File: src/rtl/mem_arbiter.sv
// mem_arbiter
// Registered two-port arbiter that shares the single MainMem line port between
// the instruction cache (i_*) and the data cache (d_*).
// One request is latched at a time. The memory command is held stable until
// mem_ready, and then the line goes back to the winning cache with a one-cycle
// ready pulse.
// When both caches request at once, the grant alternates. The data cache wins
// the first tie after reset.
//
// Ports:
//   clk, reset              clock, asynchronous active-high reset
//   i_read/i_write          instruction cache line read / write request
//   i_addr/i_wdata          instruction cache line address / write line
//   i_rdata/i_ready         line returned / one-cycle completion pulse
//   d_*                     same set for the data cache
//   mem_read/mem_write      MainMem OE / WE (never both high)
//   mem_addr/mem_wdata      MainMem Addr / Data_in
//   mem_rdata/mem_ready     MainMem Data_out / Ready_Mem
//   err_timeout             sticky, set when a command waits TIMEOUT cycles
module mem_arbiter #(
    parameter int ADDR_W  = 32,
    parameter int LINE_W  = 128,
    parameter int TIMEOUT = 255
) (
    input  logic              clk,
    input  logic              reset,
    input  logic              i_read,
    input  logic              i_write,
    input  logic [ADDR_W-1:0] i_addr,
    input  logic [LINE_W-1:0] i_wdata,
    output logic [LINE_W-1:0] i_rdata,
    output logic              i_ready,
    input  logic              d_read,
    input  logic              d_write,
    input  logic [ADDR_W-1:0] d_addr,
    input  logic [LINE_W-1:0] d_wdata,
    output logic [LINE_W-1:0] d_rdata,
    output logic              d_ready,
    output logic              mem_read,
    output logic              mem_write,
    output logic [ADDR_W-1:0] mem_addr,
    output logic [LINE_W-1:0] mem_wdata,
    input  logic [LINE_W-1:0] mem_rdata,
    input  logic              mem_ready,
    output logic              err_timeout
);

    localparam int CNT_W = (TIMEOUT > 0) ? $clog2(TIMEOUT + 1) : 1;
    localparam logic [CNT_W-1:0] TIMEOUT_C = CNT_W'(TIMEOUT);

    typedef enum logic [1:0] {
        IDLE   = 2'd0,
        BUSY_I = 2'd1,
        BUSY_D = 2'd2
    } state_t;

    state_t            r_state;
    state_t            w_stateNext;
    logic              r_lastGrantD;
    logic              r_memRead;
    logic              r_memWrite;
    logic [ADDR_W-1:0] r_memAddr;
    logic [LINE_W-1:0] r_memWdata;
    logic [LINE_W-1:0] r_iRdata;
    logic [LINE_W-1:0] r_dRdata;
    logic              r_iReady;
    logic              r_dReady;
    logic              r_err;
    logic [CNT_W-1:0]  r_waitCnt;
    logic [CNT_W-1:0]  w_waitCntInc;
    logic              w_reqI;
    logic              w_reqD;
    logic              w_grantI;
    logic              w_grantD;
    logic              w_done;

    // A cache that is seeing its ready pulse this cycle still has its request
    // up, because it only reacts to the pulse on the following edge. Masking it
    // here keeps the same request from being served a second time.
    assign w_reqI = (i_read | i_write) & ~r_iReady;
    assign w_reqD = (d_read | d_write) & ~r_dReady;

    // The wait counter saturates, so a memory that never answers cannot wrap
    // it back to zero.
    assign w_waitCntInc = (r_waitCnt == TIMEOUT_C) ? r_waitCnt : r_waitCnt + CNT_W'(1);

    // Next-state logic and grant decision.
    // In IDLE, a lone eligible request is granted at once. On a tie, the cache
    // that did not win last time gets the port.
    // A busy state only leaves when memory signals ready. There is no abort,
    // even after a timeout.
    always_comb begin
        w_stateNext = r_state;
        w_grantI    = 1'b0;
        w_grantD    = 1'b0;
        w_done      = 1'b0;
        case (r_state)
            IDLE: begin
                if (w_reqI && w_reqD) begin
                    if (r_lastGrantD) begin
                        w_grantI = 1'b1;
                    end else begin
                        w_grantD = 1'b1;
                    end
                end else if (w_reqI) begin
                    w_grantI = 1'b1;
                end else if (w_reqD) begin
                    w_grantD = 1'b1;
                end
                if (w_grantI) begin
                    w_stateNext = BUSY_I;
                end else if (w_grantD) begin
                    w_stateNext = BUSY_D;
                end
            end
            BUSY_I, BUSY_D: begin
                if (mem_ready) begin
                    w_done      = 1'b1;
                    w_stateNext = IDLE;
                end
            end
            default: w_stateNext = IDLE;
        endcase
    end

    // State register.
    always_ff @(posedge clk or posedge reset) begin
        if (reset) begin
            r_state <= IDLE;
        end else begin
            r_state <= w_stateNext;
        end
    end

    // Datapath registers.
    // A grant latches the winner's command. On a read/write collision the write
    // wins.
    // While busy, the command is frozen and the counter runs.
    // On completion the returned line is steered to the owner, and its ready
    // pulse is raised for one cycle.
    // last_grant resets to the instruction cache, so the data cache wins the
    // first tie.
    always_ff @(posedge clk or posedge reset) begin
        if (reset) begin
            r_lastGrantD <= 1'b0;
            r_memRead    <= 1'b0;
            r_memWrite   <= 1'b0;
            r_memAddr    <= '0;
            r_memWdata   <= '0;
            r_iRdata     <= '0;
            r_dRdata     <= '0;
            r_iReady     <= 1'b0;
            r_dReady     <= 1'b0;
            r_err        <= 1'b0;
            r_waitCnt    <= '0;
        end else begin
            r_iReady <= 1'b0;
            r_dReady <= 1'b0;
            if (w_grantI) begin
                r_memAddr    <= i_addr;
                r_memWdata   <= i_wdata;
                r_memWrite   <= i_write;
                r_memRead    <= i_read & ~i_write;
                r_lastGrantD <= 1'b0;
                r_waitCnt    <= '0;
            end else if (w_grantD) begin
                r_memAddr    <= d_addr;
                r_memWdata   <= d_wdata;
                r_memWrite   <= d_write;
                r_memRead    <= d_read & ~d_write;
                r_lastGrantD <= 1'b1;
                r_waitCnt    <= '0;
            end else if (w_done) begin
                r_memRead  <= 1'b0;
                r_memWrite <= 1'b0;
                if (r_state == BUSY_I) begin
                    r_iRdata <= mem_rdata;
                    r_iReady <= 1'b1;
                end else begin
                    r_dRdata <= mem_rdata;
                    r_dReady <= 1'b1;
                end
            end else if (r_state != IDLE) begin
                r_waitCnt <= w_waitCntInc;
                if ((TIMEOUT != 0) && (w_waitCntInc == TIMEOUT_C)) begin
                    r_err <= 1'b1;
                end
            end
        end
    end

    assign mem_read    = r_memRead;
    assign mem_write   = r_memWrite;
    assign mem_addr    = r_memAddr;
    assign mem_wdata   = r_memWdata;
    assign i_rdata     = r_iRdata;
    assign i_ready     = r_iReady;
    assign d_rdata     = r_dRdata;
    assign d_ready     = r_dReady;
    assign err_timeout = r_err;

endmodule
File: config.mk
export PLATFORM = sky130hd
export DESIGN_NAME = mem_arbiter
export DESIGN_NICKNAME = d
export VERILOG_FILES = /design/src/rtl/mem_arbiter.sv
export SDC_FILE = /design/constraint.sdc
export NUM_CORES = 1
export LEC_CHECK = 0
export CORE_AREA = 2 2 337 339
export DETAILED_ROUTE_END_ITERATION = 10
export DIE_AREA = 0 0 339 341
export GPL_TIMING_DRIVEN = 0
export PLACE_DENSITY_LB_ADDON = 0.08
export SETUP_SLACK_MARGIN = 0.5
export SLEW_MARGIN = 20
export SYNTH_ARGS = -nofsm -noshare
export SYNTH_HDL_FRONTEND = slang
export SYNTH_SLANG_ARGS = --single-unit
File: constraint.sdc
create_clock -name clk -period 21.6 [get_ports clk]
set_clock_uncertainty 0.2 [all_clocks]
set_input_delay 4.32 -clock clk [delete_from_list [all_inputs] [get_ports clk]]
set_output_delay 4.32 -clock clk [all_outputs]
set_load 0.01 [all_outputs]
Word level (Yosys, flattened, before mapping)
Cells that the tools add are included.
{"block": "classes", "add_sub_neg": 1, "eq_ne": 7, "n_mux": 41, "bitwise_logic": 14, "n_reduce_logical": 12}
{"op": "128-bit two-way mux", "count": 2}
{"op": "32-bit two-way mux", "count": 2}
{"op": "8-bit two-way mux", "count": 5}
{"op": "1-bit two-way mux", "count": 28}
{"op": "8-bit == test, second input constant", "count": 2}
{"op": "8-bit by 1-bit adder with 8-bit output, second input constant", "count": 1}
{"op": "1-bit inverter", "count": 8}
{"op": "4-bit AND reduction", "count": 2}
{"op": "2-bit two-way mux", "count": 3}
{"op": "3-bit nonzero test", "count": 2}
{"op": "5-bit AND reduction", "count": 1}
{"op": "1-bit AND", "count": 4}
{"op": "2-bit case mux with 2 select lines", "count": 1}
{"op": "2-bit AND reduction", "count": 2}
{"op": "2-bit nonzero test", "count": 2}
{"op": "3-bit by 1-bit inequality test with 1-bit output, second input constant", "count": 1}
{"op": "3-bit inequality test, second input constant", "count": 1}
{"op": "2-bit by 1-bit == test with 1-bit output, second input constant", "count": 1}
{"op": "2-bit == test, second input constant", "count": 1}
{"op": "2-bit zero test", "count": 1}
{"op": "2-bit inequality test, second input constant", "count": 1}
{"op": "1-bit bitwise OR", "count": 2}
{"op": "2-bit OR reduction", "count": 1}
{"op": "1-bit logical AND", "count": 1}
{"block": "word_totals", "reg_bits": 432, "out_inout_bits": 421, "word_cells": 87}

Depth between registers and ports, before layout
Gate-level depths: netlist of run 1.
{"block": "logic_depth", "ltp_word": 9, "mapped_depth": 9, "ltp_nobuf": 6}

Worst setup path after synthesis of run 1
Ideal clock, no wire load.
{"block": "synth_path", "path_type": "input to register", "startpoint": "in i_write", "endpoint": "reg r_dRdata[100], in the netlist d_rdata[100]", "t_arrival_ps": 5690, "t_required_ps": 21272, "slack_ps": 15582, "stages": 6, "n_path_buf": 2, "cell_sequence": "o21ba_2 o21ai_4 nor3b_2 buf_2 buf_4 mux2_1"}
{"block": "synth_via", "elab_chain_len": 8, "word_cells_on_any_way": 14, "cone_classes": "mux (8); bitwise (4); reduce/logical (2)"}
{"element": "start, declared", "line": "28", "source": "input logic i_write,"}
{"element": "1-bit bitwise OR (*)", "line": "80", "source": "assign w_reqI = (i_read | i_write) & ~r_iReady;"}
{"element": "1-bit AND (*)", "line": "80"}
{"element": "1-bit two-way mux or 1-bit logical AND (tied branches)", "line": "105, 99"}
{"element": "1-bit two-way mux", "line": "99", "source": "if (w_reqI && w_reqD) begin"}
{"element": "1-bit two-way mux (2 in a row)", "line": "97", "source": "case (r_state)"}
{"element": "1-bit inverter (no line)"}
{"element": "4-bit AND reduction (no line) (*)"}
{"element": "end signal, assigned", "line": "180", "source": "r_dRdata <= mem_rdata;"}
{"element": "end, declared", "line": "65", "source": "logic [LINE_W-1:0] r_dRdata;"}
Mark *: on every way between the ends. The rest lies on a longest branch, timed or not. The select of a mux whose other input is x is not followed.
A chain may end at the register's enable or synchronous reset.

Final worst setup path of run 1
{"block": "layout_path", "startpoint": "in d_write", "endpoint": "reg r_memWdata[80], in the netlist mem_wdata[80]"}
{"block": "layout_via", "elab_chain_len": 8, "word_cells_on_any_way": 13, "cone_classes": "mux (9); bitwise (2); reduce/logical (2)"}
{"element": "start, declared", "line": "34", "source": "input logic d_write,"}
{"element": "1-bit bitwise OR (*)", "line": "81", "source": "assign w_reqD = (d_read | d_write) & ~r_dReady;"}
{"element": "1-bit AND (*)", "line": "81"}
{"element": "1-bit two-way mux", "line": "107", "source": "end else if (w_reqD) begin"}
{"element": "1-bit two-way mux", "line": "105", "source": "end else if (w_reqI) begin"}
{"element": "1-bit two-way mux", "line": "99"}
{"element": "1-bit two-way mux (2 in a row)", "line": "97"}
{"element": "2-bit nonzero test (no line)"}
{"element": "end signal, assigned", "line": "161", "source": "r_memWdata <= i_wdata;"}
{"element": "end signal, assigned", "line": "168", "source": "r_memWdata <= d_wdata;"}
{"element": "end, declared", "line": "63", "source": "logic [LINE_W-1:0] r_memWdata;"}
Marked as above.

==> flow_summary.ini, run 1 <==
[die]
row_count = 123
die-area_mm2 = 0.116
core_mm2 = 0.112
die_width_um = 339
ios = 876
fp.dieH_um = 341
start_util = 0.159

[clock_tree]
hold_buffers = 0
cts-root-buf = clkbuf_16
post_cts_buffers = 0
cts_inserted_buffers = 56
htree_levels = 2
path_clk_slew_ps = 60
cts.path.max_buffers = 3
cts_resized = 0
clock-sinks = 432
cts_tree = built
worstSkewPairLatency_ps = 630

[hold_path]
worst_hold_path_type = flip-flop to flip-flop
whs_endpoint = err_timeout
min_from = err_timeout
hold_depth = 1

[setup_path]
r2r_slack_ps = 18250
crit_path_frequent_cell = buf_2
crit_path_max_fanout = 10
rr_worst_depth = 7
cp-end-kind = flip-flop
cp.required_ps = 21890
slowest_stage = mux2i_1
timing.rr.start = d_ready
max_stage_delay_ps = 620
reg2reg_to = mem_wdata[80]
worst-setup-path-type = input port to flip-flop
worstSetupStartpointType = input port
timing.critical_path.buf_inv = 4
arrival_ps = 7350
critical-path-top-delay-family = buffers and inverters
critical_path.cell_chain = clkdlybuf4s50_1 > o21bai_1 > o211ai_1 > buf_2 > buf_2 > buf_2 > mux2i_1 > o21ai_0

[timing]
fin_hold_ws_ps = 276
relSlewSlack = 0.491
finalCriticalPeriod_ps = 7060
timing.fmax_mhz = 142
setup_violations = 0
slew_violations = 0
post-route-period-util = 0.327
finalHoldViolations = 0
rsz0062_at_grt = no
worstMarginPinSlew_ps = 742

[synthesis]
yosysSeqAreaShare = 0.610
synth_area_mm2 = 0.0177
synth_seq_cells = 432
ys_types = 43
synth.avg_cell_area_um2 = 13.2
synth_nets = 1801
synthCells = 1342
yosys_warnings = 0

[power]
power.leakage_nw = 13.1
power_mw = 4.54
p_per_area_mw_per_mm2 = 149
ir_drop_mv = 0.0605

[route]
drtPass1Iterations = 4
routedWlPerCell_um = 23.1
antenna_left = 0
drc = 0
vias_per_cell = 3.78
vias = 14500
drt-initial-drc-count = 496
wl_mm = 88.5

[global_route]
grt_pass1_vias = 16100
grt_first_pass_wirelength_mm = 125
antenna_found_initial = 22
grt-ovfl-total = 0
grtUsageTotal = 0.150
grt_max_degree = 86

[placement]
gp_congestion = 0.858
dpl.hpwl_mm = 70.8
portBuffers = 875
dpl_cell_area_mm2 = 0.0285

[layout]
areaGrowthSynthToFinish_pct = 71.3
fillers = 11700
design_area_mm2 = 0.0304
fin_util = 0.272
num-nets-final = 2739
drive_gt1_frac = 0.133

[status]
status = finished, final reports clean

[run]
maxCapViolations = 0
[cells by family after synthesis]
kind of cell	after synthesis	synth area share
AO/OA/AOI/OAI	207	0.0636
multiplexers	417	0.253
XOR/XNOR	1	0.000494
adder cells (fa/ha/maj)	4	0.00282
flip-flops	432	0.610
buffers and inverters	90	0.0264
AND/OR/NAND/NOR	191	0.0437
[cell usage in the layout, fill, tap and decap left out, types with 20 or more instances in the layout]
cell             netlist  final
nand2_1              166    166
mux2_2               150    150
buf_2                 44     44
clkbuf_16              0     56
o21ai_0              168    168
mux2i_1              161    161
clkbuf_1              19     34
clkdlybuf4s50_1        0    875
buf_4                 20     20
dfrtp_1              432    432
mux2_1               106    106
[stage by stage]
step	setup slack (ps)	TNS (ps)	cells
5_1_grt	14430	0	3826
6_report	14540	0	3832
4_1_cts	14530	0	3821
2_1_floorplan	5050	0	1342
3_5_place_dp	13830	0	3722
3_3_place_gp	-2200	-915180	3717
[how the worst max path moves through the flow]
stage,endpoint,slack (ps),startpoint,cells past startpoint
after global routing,mem_wdata[79],14430,d_write,8
after global placement,mem_wdata[96],-2200,reset,2
after detailed placement,mem_wdata[87],13830,d_write,8
final,mem_wdata[80],14540,d_write,8
after CTS,mem_wdata[87],14530,d_write,8
after floorplan,d_rdata[0],5050,reset,1
[layout make-up]
type,count,area (um2),area share
inverter,7,33.8,0.00111
multi-input combinational,820,6460,0.212
clock inverter,11,163,0.00535
clock buffer,88,1680,0.0553
antenna,11,27.5,0.000906
buffer,83,443,0.0146
timing repair buffer,880,8900,0.293
tap,1500,1880,0.0618
sequential,432,10800,0.356
[cell usage after synthesis]
master    instances  area share
a211oi_1          2     0.00085
a21o_1            2     0.00085
a21oi_1          10      0.0028
a22o_1            2     0.00099
a31o_2            1     0.00049
a31oi_1           4      0.0014
a32o_1            1     0.00056
a41o_1            1     0.00056
and2_1            1     0.00035
and3_1            1     0.00035
and3b_1           1     0.00049
buf_2            44       0.012
buf_4            20      0.0085
clkbuf_1         19      0.0040
dfrtp_1         432        0.61
ha_1              4      0.0028
inv_1             7      0.0015
mux2_1          106       0.067
mux2_2          150       0.095
mux2i_1         161       0.091
nand2_1         166       0.035
nand2b_1          4      0.0014
nand3_1           3     0.00085
nand4_1           2     0.00071
nand4b_1          1     0.00049
nor2_1            5      0.0011
nor2b_1           2     0.00071
nor3_1            2     0.00056
nor3b_1           2     0.00085
nor3b_2           1     0.00071
o211ai_1          2     0.00085
o21a_1            1     0.00042
o21ai_0         168       0.047
o21ai_4           1     0.00092
o21ba_2           2      0.0011
o21bai_1          2     0.00085
o221ai_1          1     0.00049
o22ai_1           3      0.0011
o311a_1           1     0.00056
o31a_1            1     0.00049
o31ai_1           1     0.00042
o41ai_1           1     0.00049
xor2_1            1     0.00049
[sequential cells by signal, indices dropped and copies added (netlist names)]
signal	flops
mem_addr	32
mem_read	1
d_rdata	128
mem_wdata	128
mem_write	1
r_state	2
i_rdata	128
err_timeout	1
r_lastGrantD	1
r_waitCnt	8
d_ready	1
i_ready	1
[per-layer routing]
metal,global-route usage,wire length [um]
met1,0.160,32500
met2,0.270,45600
met3,0.0582,7550
met4,0.0480,2690
met5,0,181
[where the power goes]
part	leakage, nW	internal (mW)	switching, mW
registers	5.29	1.21	0.203
logic	6.92	1.11	1.07
clock network	0.903	0.566	0.381
Power figures use the tool's default switching activity.
==> run 2: changes to the inputs <==
- CORE_AREA: 2 2 337 339 -> 2 2 345 347
- DIE_AREA: 0 0 339 341 -> 0 0 347 349
- clock period: 21.6 -> 6.1 ns (I/O delays scaled with it)
==> flow_summary.ini, run 2 (synthesized netlist as in run 1, its figures left out) <==
[clock_tree]
clock-sinks = 432
cts_resized = 0
cts.path.max_buffers = 3
hold_buffers = 0
path_clk_slew_ps = 50
cts-root-buf = clkbuf_16
cts_tree = built
worstSkewPairLatency_ps = 640
post_cts_buffers = 0
htree_levels = 2
cts_inserted_buffers = 57

[hold_path]
whs_endpoint = err_timeout
min_from = err_timeout
worst_hold_path_type = flip-flop to flip-flop
hold_depth = 1

[power]
power_mw = 16.1
power.leakage_nw = 13.2
p_per_area_mw_per_mm2 = 527
ir_drop_mv = 0.244

[layout]
drive_gt1_frac = 0.137
areaGrowthSynthToFinish_pct = 72.5
layout_common_cells = 875 x clkdlybuf4s50_1, 432 x dfrtp_1, 168 x o21ai_0
final_common_cell = clkdlybuf4s50_1
design_area_mm2 = 0.0306
num-nets-final = 2751
fillers = 12300

[timing]
post-route-period-util = 0.762
finalHoldViolations = 0
setup_slack_ps = 1450
fin_setup_tns_ps = 0
rsz0062_at_grt = no
worstMarginPinSlew_ps = 1010
timing.fmax_mhz = 215
setup_violations = 0
fin_hold_ws_ps = 274
finalCriticalPeriod_ps = 4650
relSlewSlack = 0.308
slew_violations = 0

[global_route]
grt_pass1_vias = 16000
grt_first_pass_wirelength_mm = 123
grt_max_degree = 33
grtUsageTotal = 0.143
grt-ovfl-total = 0
antenna_found_initial = 19

[route]
routed.top_layer = met5
wl_mm = 89.5
vias_per_cell = 3.76
drtPass1Iterations = 4
routedWlPerCell_um = 23.1
route.met2.wl_mm = 46.4
vias = 14600
wl_met3_mm = 8.20
antenna_left = 0
drc = 0
drt-initial-drc-count = 469
wl_met1_mm = 32.0

[die]
start_util = 0.151
core_mm2 = 0.117
die-area_mm2 = 0.121
ios = 876
die_width_um = 347
fp.dieH_um = 349
row_count = 126

[setup_path]
rr_worst_depth = 7
timing.rr.start = d_ready
crit_path_max_fanout = 10
critical_path.cell_chain = clkdlybuf4s50_1 > o21bai_1 > o211ai_1 > buf_2 > buf_2 > buf_2 > mux2i_1 > o21ai_0
cp-end-kind = flip-flop
slowest_stage = mux2i_1
max_stage_delay_ps = 900
reg2reg_to = mem_wdata[72]
arrival_ps = 4930
critical-path-top-delay-family = buffers and inverters
worst-setup-path-type = input port to flip-flop
worstSetupStartpointType = input port
cp.required_ps = 6380
crit_path_frequent_cell = buf_2
r2r_slack_ps = 2070
timing.critical_path.buf_inv = 4

[placement]
portBuffers = 875
pre_cts_ws_ps = 500
dpl_cell_area_mm2 = 0.0288
dpl.hpwl_mm = 72.6
gp_congestion = 0.772

[run]
maxCapViolations = 0

[status]
status = finished, final reports clean
==> run 2: changes by cell type in the layout (fill, tap and decap cells not counted) <==
| cell | change |
|---|---|
| clkbuf_1 | +3 |
| clkbuf_8 | -6 |
| clkinvlp_4 | +2 |
| clkbuf_16 | +2 |
| buf_12 | +14 |
| clkinv_4 | +2 |
| clkinv_2 | +3 |
| inv_8 | -1 |
| clkbuf_2 | -1 |
| bufinv_16 | -1 |
| diode_2 | -5 |
| inv_6 | -1 |
| buf_16 | -3 |
==> run 2: worst register-to-register path, stage by stage, from the launching register on <==
cell and delay (ps):
dfrtp_1 400, o21bai_1 230, o211ai_1 240, buf_2 400
buf_2 640, buf_2 660, mux2i_1 920, o21ai_0 190
==> run 2: per-stage QoR <==
| stage | instances | util |
|---|---|---|
| 6_report | 3876 | 0.260 |
| 5_1_grt | 3874 | 0.260 |
| 4_1_cts | 3870 | 0.260 |
| 3_5_place_dp | 3769 | 0.245 |
| 3_3_place_gp | 3753 | 0.242 |
| 2_1_floorplan | 1342 | - |
==> run 2: layout make-up <==
| cell class | instances | area [um2] | share of cell area |
|---|---|---|---|
| inverters | 7 | 30.0 | 0.000982 |
| clock inverters | 15 | 164 | 0.00536 |
| plain buffers | 83 | 442 | 0.0144 |
| well taps | 1536 | 1920 | 0.0628 |
| flip-flops and latches | 432 | 10800 | 0.353 |
| repair buffers | 891 | 9090 | 0.297 |
| clock buffers | 86 | 1660 | 0.0542 |
| multi-input cells | 820 | 6460 | 0.211 |
| diodes | 6 | 15.0 | 0.000491 |
==> run 2: layer usage <==
layer	GRT usage	up-vias
li1	-	6626
met1	0.150	7227
met2	0.261	592
met3	0.0559	120
met4	0.0450	18
met5	0	-
==> run 2: how the worst max path moves through the flow <==
| stage | start | endpoint | slack (ps) | cells past startpoint |
|---|---|---|---|---|
| floorplan | reset | d_rdata[0] | -1150 | 1 |
| global placement | reset | mem_wdata[107] | -4910 | 2 |
| detailed placement | d_write | mem_wdata[72] | 500 | 8 |
| CTS | d_write | mem_wdata[72] | 1220 | 8 |
| global route | d_write | mem_wdata[72] | 1220 | 8 |
| finish | d_write | mem_wdata[72] | 1450 | 8 |
==> run 2: power by group <==
group | internal [mW] | switching, mW | leakage, nW
Clock | 1.95 | 1.36 | 0.889
Sequential | 4.27 | 0.748 | 5.29
Combinational | 3.94 | 3.84 | 7.00
==> run 3: changes to the inputs <==
- clock period: 6.1 -> 4.2 ns (I/O delays scaled with it)
==> flow_summary.ini, run 3 (synthesized netlist as in run 1, its figures left out) <==
[die]
row_count = 126
die-area_mm2 = 0.121
ios = 876
core_mm2 = 0.117
die_width_um = 347
start_util = 0.151
fp.dieH_um = 349

[layout]
areaGrowthSynthToFinish_pct = 72.9
layout_common_cells = 875 x clkdlybuf4s50_1, 432 x dfrtp_1, 168 x o21ai_0
ff_latch_area_mm2 = 0.0108
finalNonFillerCells = 3879
drive_gt1_frac = 0.142
final_common_cell = clkdlybuf4s50_1
multi_input_area_mm2 = 0.00651
fillers = 12300
num-nets-final = 2753
design_area_mm2 = 0.0307

[clock_tree]
cts-root-buf = clkbuf_16
cts.path.max_buffers = 3
worstSkewPairLatency_ps = 640
htree_levels = 2
cts_inserted_buffers = 57
clock-sinks = 432
hold_buffers = 0
cts_tree = built
path_clk_slew_ps = 60

[route]
drc = 0
drt-initial-drc-count = 491
wl_mm = 89.6
vias = 14600
vias_per_cell = 3.75
routedWlPerCell_um = 23.1
antenna_left = 0
drtPass1Iterations = 4

[setup_path]
startpoint = d_write
arrival_ps = 3910
timing.rr.start = d_ready
cp-end-kind = flip-flop
worstSetupStartpointType = input port
worst-setup-path-type = input port to flip-flop
cp.required_ps = 4490
r2r_slack_ps = 820
crit_path_max_fanout = 10

[global_route]
grt-ovfl-total = 0
grt_pass1_vias = 16000
grt_first_pass_wirelength_mm = 123
grtUsageTotal = 0.143
grt_max_degree = 33
antenna_found_initial = 17

[placement]
dpl_cell_area_mm2 = 0.0288
dp.cells = 3769
portBuffers = 875
dpl.hpwl_mm = 72.6
gp_congestion = 0.772

[timing]
post-route-period-util = 0.862
worstMarginPinSlew_ps = 997
rsz0062_at_grt = yes
finalHoldViolations = 0
finalCriticalPeriod_ps = 3620
setup_violations = 0
timing.fmax_mhz = 276
slew_violations = 0
relSlewSlack = 0.335

[hold_path]
min_from = err_timeout
worst_hold_path_type = flip-flop to flip-flop

[run]
maxCapViolations = 0

[power]
power.leakage_nw = 13.2
p_per_area_mw_per_mm2 = 765
power.switching_mw = 8.64
p_clk_frac = 0.205
ir_drop_mv = 0.353
internal_power_mw = 14.8
switching_share = 0.369
power_frac_seq = 0.311
combPwrFrac = 0.484

[status]
status = finished, final reports clean
[run 3: final timing paths]
path	cells past startpoint	endpoint
worst min register to register	1	err_timeout
max in group asynchronous	8	mem_wdata[104]
worst min-delay path	1	err_timeout
worst max register to register	7	mem_wdata[7]
min in group asynchronous	2	d_rdata[10]
worst max-delay path	8	mem_wdata[7]
[run 3: metrics by stage]
step           total power [mW]  hold WS [ps]  worst slack, ps  utilization  TNS [ps]
2_1_floorplan              11.8           289            -2670            -  -1154890
3_3_place_gp               18.9           268            -6430        0.242  -2792440
3_5_place_dp               19.0           266            -1020        0.245    -66210
4_1_cts                    24.1           282              456        0.261         0
5_1_grt                    25.0           302              485        0.261         0
6_report                   23.5           274              581        0.261         0
[run 3: repair_timing]
item / CTS / global route
buffers inserted: 2 / 0
resized for setup: 5 / 10
pin swaps: 1 / 0
setup endpoints to repair: 91 / 10
[run 3: worst max-delay path, cell delays in order]
cell	delay (ps)
clkdlybuf4s50_1	530
o21bai_1	140
o211ai_1	240
buf_2	400
buf_4	430
buf_2	460
mux2i_1	660
o21ai_0	150
[run 3: per-layer routing]
layer | share of wire | vias up | global-route usage
met5 | 0.00089 | - | 0
li1 | - | 6630 | -
met3 | 0.088 | 114 | 0.0557
met4 | 0.031 | 12 | 0.0452
met1 | 0.36 | 7193 | 0.150
met2 | 0.52 | 602 | 0.262
[run 3: final cells by class]
class / instances / area share
timing repair buffer: 893 / 0.297
buffer: 83 / 0.0146
clock inverter: 15 / 0.00534
tap: 1536 / 0.0627
clock buffer: 86 / 0.0540
sequential: 432 / 0.352
inverter: 7 / 0.000979
multi-input combinational: 820 / 0.212
antenna: 7 / 0.000571
[run 3: power groups by stage]
stage | registers, mW | logic, mW | clock network [mW]
after floorplan | 8.15 | 3.62 | 0
after global placement | 7.31 | 11.6 | 0
after detailed placement | 7.35 | 11.7 | 0
after CTS | 7.33 | 11.7 | 5.05
after global routing | 7.57 | 12.2 | 5.24
final | 7.29 | 11.3 | 4.81
